$ cat src/rtl/wb_pkg.sv
// wb_pkg: shared constants and types for the writeback stage
package wb_pkg;
  localparam int CTL_W = 9;
  localparam int CTL_LD_GPR1 = 8;
  localparam int CTL_LD_GPR2 = 7;
  localparam int CTL_LD_GPR3 = 6;
  localparam int CTL_LD_SEG = 5;
  localparam int CTL_LD_MM = 4;
  localparam int CTL_DCACHE_WRITE = 3;
  localparam int CTL_LD_FLAGS = 2;
  localparam int CTL_DE_REPNE = 1;
  localparam int CTL_IS_CMPS_SECOND = 0;
  localparam int ZF_BIT = 6;
  localparam logic [31:0] FLAGS_RESET = 32'h0000_0002;
  typedef enum logic {IDLE = 1'b0, WAIT_ACK = 1'b1} wb_state_e;
endpackage

$ cat src/rtl/wb_store_fsm.sv
// wb_store_fsm: data-cache store handshake sequencing and stage stall
module wb_store_fsm
  import wb_pkg::*;
(
  input  logic clk,
  input  logic rst,
  input  logic v,
  input  logic store,
  input  logic ack,
  output logic req,
  output logic stall
);
  wb_state_e state, state_n;
  always_ff @(posedge clk)
    state <= rst ? IDLE : state_n;
  always_comb
    state_n = (state == IDLE) ? ((req && !ack) ? WAIT_ACK : IDLE)
                              : ((ack || !req) ? IDLE : WAIT_ACK);
  always_comb begin
    req = !rst && v && (store || state == WAIT_ACK);
    stall = req && !ack;
  end
endmodule

$ cat src/rtl/writeback_stage_wb.sv
// writeback_stage_wb: WB latches, retirement strobes, EFLAGS and store handshake
module writeback_stage_wb
  import wb_pkg::*;
#(
  parameter int DATA_W = 32,
  parameter int MM_W = 64,
  parameter int REG_ID_W = 3,
  parameter logic [DATA_W-1:0] FLAGS_RESET = wb_pkg::FLAGS_RESET
) (
  input  logic                  CLK,
  input  logic                  CLR,
  input  logic                  WB_ld_latches,
  input  logic                  WB_V_next,
  input  logic [DATA_W-1:0]     WB_RESULT_A_next,
  input  logic [DATA_W-1:0]     WB_RESULT_B_next,
  input  logic [DATA_W-1:0]     WB_RESULT_C_next,
  input  logic [DATA_W-1:0]     WB_FLAGS_next,
  input  logic [MM_W-1:0]       WB_RESULT_MM_next,
  input  logic [CTL_W-1:0]      WB_ctl_next,
  input  logic [3*REG_ID_W-1:0] WB_ids_next,
  input  logic [DATA_W-1:0]     WB_mem_addr_next,
  input  logic                  dcache_wr_ack,
  output logic                  WB_Stall,
  output logic                  wb_repne_terminate_all,
  output logic [DATA_W-1:0]     count_dataforwarded,
  output logic [DATA_W-1:0]     flags_dataforwarded,
  output logic [2:0]            gpr_we,
  output logic [3*REG_ID_W-1:0] gpr_id,
  output logic [3*DATA_W-1:0]   gpr_data,
  output logic                  seg_we,
  output logic                  mm_we,
  output logic [MM_W-1:0]       mm_data,
  output logic                  dcache_wr_req,
  output logic [DATA_W-1:0]     dcache_wr_addr,
  output logic [DATA_W-1:0]     dcache_wr_data,
  output logic [DATA_W-1:0]     eflags,
  output logic [31:0]           retired_count
);
  logic                  wb_v;
  logic [DATA_W-1:0]     wb_a, wb_b, wb_c, wb_flags, wb_addr;
  logic [MM_W-1:0]       wb_mm;
  logic [CTL_W-1:0]      wb_ctl;
  logic [3*REG_ID_W-1:0] wb_ids;
  logic                  active, retire;
  always_ff @(posedge CLK)
    if (CLR) begin
      wb_v <= 1'b0;
      wb_a <= '0;
      wb_b <= '0;
      wb_c <= '0;
      wb_flags <= '0;
      wb_mm <= '0;
      wb_ctl <= '0;
      wb_ids <= '0;
      wb_addr <= '0;
    end else if (WB_ld_latches) begin
      wb_v <= WB_V_next;
      wb_a <= WB_RESULT_A_next;
      wb_b <= WB_RESULT_B_next;
      wb_c <= WB_RESULT_C_next;
      wb_flags <= WB_FLAGS_next;
      wb_mm <= WB_RESULT_MM_next;
      wb_ctl <= WB_ctl_next;
      wb_ids <= WB_ids_next;
      wb_addr <= WB_mem_addr_next;
    end
  wb_store_fsm u_store (
    .clk  (CLK),
    .rst  (CLR),
    .v    (wb_v),
    .store(wb_ctl[CTL_DCACHE_WRITE]),
    .ack  (dcache_wr_ack),
    .req  (dcache_wr_req),
    .stall(WB_Stall)
  );
  always_comb begin
    active = wb_v && !CLR;
    retire = active && !WB_Stall;
    gpr_we = {3{retire}} & {wb_ctl[CTL_LD_GPR3], wb_ctl[CTL_LD_GPR2], wb_ctl[CTL_LD_GPR1]};
    seg_we = retire && wb_ctl[CTL_LD_SEG];
    mm_we = retire && wb_ctl[CTL_LD_MM];
    wb_repne_terminate_all = active && wb_ctl[CTL_DE_REPNE] && wb_ctl[CTL_IS_CMPS_SECOND]
                             && (wb_c == '0 || wb_flags[ZF_BIT]);
    flags_dataforwarded = (wb_v && wb_ctl[CTL_LD_FLAGS]) ? wb_flags : eflags;
    count_dataforwarded = wb_c;
    gpr_id = wb_ids;
    gpr_data = {wb_a, wb_b, wb_c};
    mm_data = wb_mm;
    dcache_wr_addr = wb_addr;
    dcache_wr_data = wb_a;
  end
  always_ff @(posedge CLK)
    if (CLR) begin
      eflags <= FLAGS_RESET;
      retired_count <= '0;
    end else if (retire) begin
      if (wb_ctl[CTL_LD_FLAGS]) eflags <= wb_flags;
      retired_count <= retired_count + 32'd1;
    end
endmodule

$ cat config.mk
export PLATFORM = sky130hd
export DESIGN_NAME = writeback_stage_wb
export DESIGN_NICKNAME = d
export VERILOG_FILES = /design/src/rtl/wb_pkg.sv /design/src/rtl/wb_store_fsm.sv /design/src/rtl/writeback_stage_wb.sv
export SDC_FILE = /design/constraint.sdc
export NUM_CORES = 1
export LEC_CHECK = 0
export CAP_MARGIN = 20
export CORE_AREA = 8 8 235 237
export DETAILED_ROUTE_END_ITERATION = 16
export DIE_AREA = 0 0 243 245
export GPL_ROUTABILITY_DRIVEN = 0
export PLACE_DENSITY_LB_ADDON = 0.08
export REMOVE_ABC_BUFFERS = 1
export SYNTH_ARGS = -nofsm -noshare
export SYNTH_HDL_FRONTEND = slang
export SYNTH_SLANG_ARGS = --single-unit
export TNS_END_PERCENT = 20
$ cat constraint.sdc
create_clock -name CLK -period 2.2 [get_ports CLK]
set_clock_uncertainty 0.15 [all_clocks]
set_input_delay 0.44 -clock CLK [delete_from_list [all_inputs] [get_ports CLK]]
set_output_delay 0.44 -clock CLK [all_outputs]
set_load 0.01 [all_outputs]
Word-level counts from Yosys, hierarchy flattened
Index checks and enable logic that the tools add are counted.
{ "word_totals": {"out_inout_bits": 369, "ff_bits": 308} }
{ "classes": {"addsub": 1, "bitwise": 1, "mux": 4, "reduce_logical": 19} }
{ "op_table": {"columns": ["cell", "count"], "rows": [
  ["$add 32x1->32 const B", 1],
  ["$logic_not 32->1", 1],
  ["$mux 32", 1],
  ["$logic_and 1x1->1", 10],
  ["$logic_not 1->1", 4],
  ["$and 3x3->3", 1],
  ["$logic_or 1x1->1", 3],
  ["$mux 1", 3],
  ["$reduce_and 2->1", 1]
]} }

Longest topological paths before layout
{ "depth": {"word_depth": 7, "depth_mapped": 7} }

By module
Synthesis repeated with hierarchy kept, for this count alone.
{ "hier_totals": {"hier_cells": 1231, "hier_area_um2": 12189.2} }
{ "modules_own_cells": {"columns": ["mod", "area_each_um2", "instances", "cells_each"], "rows": [
  ["writeback_stage_wb", 12140.4, 1, 1226],
  ["wb_store_fsm", 48.8, 1, 5]
]} }

Worst setup path before layout
OpenSTA, ideal clock, no wires.
{ "synth_timing": {"kind": "input-to-reg", "from": "input port dcache_wr_ack", "to": "register retired_count[31]", "setup_time_ns": 0.121, "stages": 5, "arrival_time_ns": 1.878, "slack_ns": 0.052, "cell_sequence": "o21ba_4 > or4_4 > buf_6 > nor4_1 > mux2_2"} }
{ "synth_via": {"elab_chain_len": 4} }
{ "synth_rtl": {"columns": ["element", "line_no", "source"], "rows": [
  ["from (decl)", "writeback_stage_wb.sv:22", "input logic dcache_wr_ack,"],
  ["$logic_not 1->1", "wb_store_fsm.sv:21", "stall = req && !ack;"],
  ["$logic_and 1x1->1", "wb_store_fsm.sv:21", null],
  ["$logic_not 1->1", "writeback_stage_wb.sv:78", "retire = active && !WB_Stall;"],
  ["$logic_and 1x1->1", "writeback_stage_wb.sv:78", null],
  ["to (signal assigned)", "writeback_stage_wb.sv:98", "retired_count <= retired_count + 32'd1;"],
  ["to (decl)", "writeback_stage_wb.sv:37", "output logic [31:0] retired_count"]
]} }
Every way passes these cells.
A chain may end at the register's enable or synchronous reset.

Worst setup path in the final report
{ "layout_timing": {"from": "register wb_c[14], in the netlist count_dataforwarded[14]", "to": "output port wb_repne_terminate_all"} }
{ "layout_via": {"elab_chain_len": 3} }
{ "layout_rtl": {"columns": ["element", "line_no", "source"], "rows": [
  ["from (decl)", "writeback_stage_wb.sv:40", "logic [DATA_W-1:0] wb_a, wb_b, wb_c, wb_flags, wb_addr;"],
  ["from (signal assigned)", "writeback_stage_wb.sv:60", "wb_c <= WB_RESULT_C_next;"],
  ["$logic_not 32->1", "writeback_stage_wb.sv:83", "&& (wb_c == '0 || wb_flags[ZF_BIT]);"],
  ["$logic_or 1x1->1", "writeback_stage_wb.sv:83", null],
  ["$logic_and 1x1->1", "writeback_stage_wb.sv:83", null],
  ["to (decl)", "writeback_stage_wb.sv:24", "output logic wb_repne_terminate_all,"]
]} }
Every way passes these cells.

==> flow_summary_export.csv <==
group,metric,value,unit
layout,final_layout_size_suffix_gt1_share,14.0,%
worst_setup_path,critPathBufInv,2,
worst_setup_path,reg2reg_from,"wb_v",
floorplanning,coreArea,51700,sq um
global_route,antenna_found_initial,16,
global_route,grt_pass1_wl,77.6,mm
run,cap_violations,0,
worst_setup_path,max_stage_delay,0.33,ns
detailed_routing,vias,10900,
timing,fin_crit_sh,117,%
detailed_routing,drtAntennaViolNets,0,
yosys,yosysTopAreaCell,"dfxtp_1",
hold_path,hold_end,"u_store.state",
floorplanning,die-area,59500,sq um
clock_network,cts_root_buf,"clkbuf_16",
detailed_routing,drc,0,
floorplanning,ios,616,
global_route,grt_usage,17.1,%
timing,rsz0062_at_grt,"yes",
worst_setup_path,crit_start,"count_dataforwarded[14]",
global_route,grt.overflow.total,0,
clock_network,clk_pin_slew,0.06,ns
floorplanning,fp.dieW,243,microns
worst_setup_path,ff2ff_path_depth,7,
detailed_routing,totalWireLength,53.5,mm
yosys,synth_cell_type_count,36,
worst_setup_path,crit_chain,"nor4_4, nand4_1, nor2_1, buf_4, o2111a_1, buf_2",
yosys,yosysWarnings,0,
floorplanning,start_util,23.4,%
worst_setup_path,arrival,1.98,ns
yosys,ys_seq_area_share,50.9,%
placement,port_buffers,615,
power,ir_worst_vdd,0.436,mV
hold_path,min_from,"CLR",
worst_setup_path,end_kind,"primary output",
timing,hold_violations,0,
placement,dpl_worst_slack,-0.452,ns
worst_setup_path,reg2reg_to,"retired_count[26]",
worst_setup_path,startpoint_type,"flip-flop",
worst_setup_path,worst-setup-path-type,"flip-flop to primary output",
detailed_routing,viasPerCell,4.25,
worst_setup_path,cpMaxStageDelayCell,"dfxtp_2",
yosys,netlist.area_leader.share,50.9,%
power,power_density,696,nW/um^2
yosys,syn_area,12100,sq um
timing,max_freq,0.390,GHz
yosys,avgSynthCellArea,9.84,sq um
clock_network,htreeDepth,2,
timing,setup_violations,32,
detailed_routing,drtPass1Iterations,4,
placement,place_hpwl,40.5,mm
clock_network,clkLatencyLatePin,0.56,ns
yosys,synthTopCellsByArea,"dfxtp_1 51%, mux2i_1 20%, nor2_1 8.0%",
yosys,ys_ff_latch,308,
clock_network,cts_tree,"built",
clock_network,cts_buffers,40,
worst_setup_path,required,1.61,ns
clock_network,cts.sinks,308,
worst_setup_path,worstPathMaxFanout,2,
yosys,synth_cells,1232,
power,total_power,0.0145,W
layout,final_util,40.2,%
clock_network,max-clock-path-buffers,3,
worst_setup_path,rrSetupSlack,0.03,ns
global_route,grt_pass1_vias,11300,
layout,final_nets,2095,
timing,fin_ws,-0.366,ns
timing,finalCriticalPeriod,2.57,ns
global_route,grt_max_degree,133,
outcome,violations,"negative setup slack",
detailed_routing,routedWlPerCell,20.8,microns
hold_path,hold_class,"primary input to flip-flop",
timing,slew_headroom,54.1,%
layout,area_delta_synth_final,71.4,%
floorplanning,num_rows,84,
worst_setup_path,critPathTopFamily,"simple AND/OR/NAND/NOR gates",
detailed_routing,drt_iter0_markers,433,
hold_path,min_path_cells,3,
timing,worst_slew_pin_slew,0.688,ns
outcome,outcome,"finished, violations left",
timing,finalMaxSlewViolations,0,
power,p_leak,9.09,nW
floorplanning,dieHeight,245,microns
==> per-layer routing <==
layer  share of wire [%]  vias to the layer above  GRT usage, %
met5                0.30                        -             0
met4                 1.9                       24          4.87
met3                 8.7                       88          7.09
met2                  51                      354          30.4
met1                  38                     5093          18.5
li1                    -                     5344             -
==> cells in the mapped netlist, drive strengths merged <==
master	instances
o41ai	3
and2	1
nand4b	1
or4	17
buf	100
mux2	33
nand3	14
xor2	3
dfxtp	308
o21ai	6
clkbuf	43
o21ba	1
nand2b	1
o2111a	1
a21oi	48
xnor2	5
ha	1
o311ai	3
nor2b	2
a31o	1
nor3	3
nand2	78
mux2i	245
and3	7
o31ai	11
o21bai	1
and4	2
nor2	258
nor4	12
inv	7
nand4	11
or3	5
==> final cells by class <==
cell class                 count  area, sq um
fill                        5169        30900
timing repair buffer         716         7110
sequential                   308         6180
multi-input combinational    774         5330
clock buffer                  59         1140
tap                          688          861
clock inverter                12          121
inverter                       7         26.3
antenna                        4         10.0
==> where the power goes <==
group	total, W	switching (W)	internal [W]
clock	0.00638	0.00255	0.00384
sequential	0.00602	0.000167	0.00585
combinational	0.00206	0.000854	0.00120
==> worst max-delay path by stage <==
stage                                   to  depth (start not counted)
floorplan                retired_count[26]                          5
global placement         retired_count[26]                          6
detailed placement       retired_count[26]                          6
CTS                 wb_repne_terminate_all                          6
global route        wb_repne_terminate_all                          6
finish              wb_repne_terminate_all                          6
==> kinds of logic after synthesis <==
kind of cell,after synthesis,share of synthesized area [%]
AND/OR/NAND/NOR,412,14.5
flip-flops,308,50.9
multiplexers,278,23.3
buffers and inverters,150,6.96
AO/OA/AOI/OAI,75,3.71
XOR/XNOR,8,0.578
adder cells (fa/ha/maj),1,0.103
==> state kept, by name, summed over array words and instances, names as in the netlist <==
signal	count
u_store.state	1
gpr_id	9
count_dataforwarded	32
mm_data	64
wb_flags	32
wb_ctl	9
wb_v	1
eflags	32
dcache_wr_addr	32
wb_b	32
retired_count	32
dcache_wr_data	32
==> worst register-to-register path: cells and delay by family (launching register included) <==
kind | cells | cell delay (ns)
flops | 1 | 0.39
buf+inv | 3 | 0.41
simple gates | 3 | 1.02
compound gates | 1 | 0.15
==> timing repair <==
action / CTS / global route
endpoints found under the setup margin: 92 / 61
pin swaps: 3 / 9
gates resized for setup: 279 / 72
hold buffers: 0 / 0
setup buffers: 7 / 3
cloned: 3 / 0
==> cells in the final DEF (no fill, tap or decap), types with 15 or more instances in the layout <==
| master | count |
|---|---|
| clkdlybuf4s50_1 | 492 |
| or4_1 | 15 |
| nand2_1 | 77 |
| mux2i_1 | 245 |
| clkbuf_16 | 41 |
| dfxtp_1 | 299 |
| dlygate4sd2_1 | 67 |
| a21oi_1 | 47 |
| buf_6 | 39 |
| buf_4 | 79 |
| mux2_4 | 27 |
| nor2_1 | 258 |
==> through the flow <==
step	instances	cell area [sq um]	setup TNS [ns]	hold slack (ns)
global route	2568	20800	-7.14	0.140
detailed placement	2480	19100	-13.66	0.311
floorplan	1089	11300	0	0.286
CTS	2561	20500	-6.80	0.0906
finish	2568	20800	-3.89	0.140
global placement	2480	19100	-11.31	0.301
No activity file was read; power rests on OpenSTA's default activity.
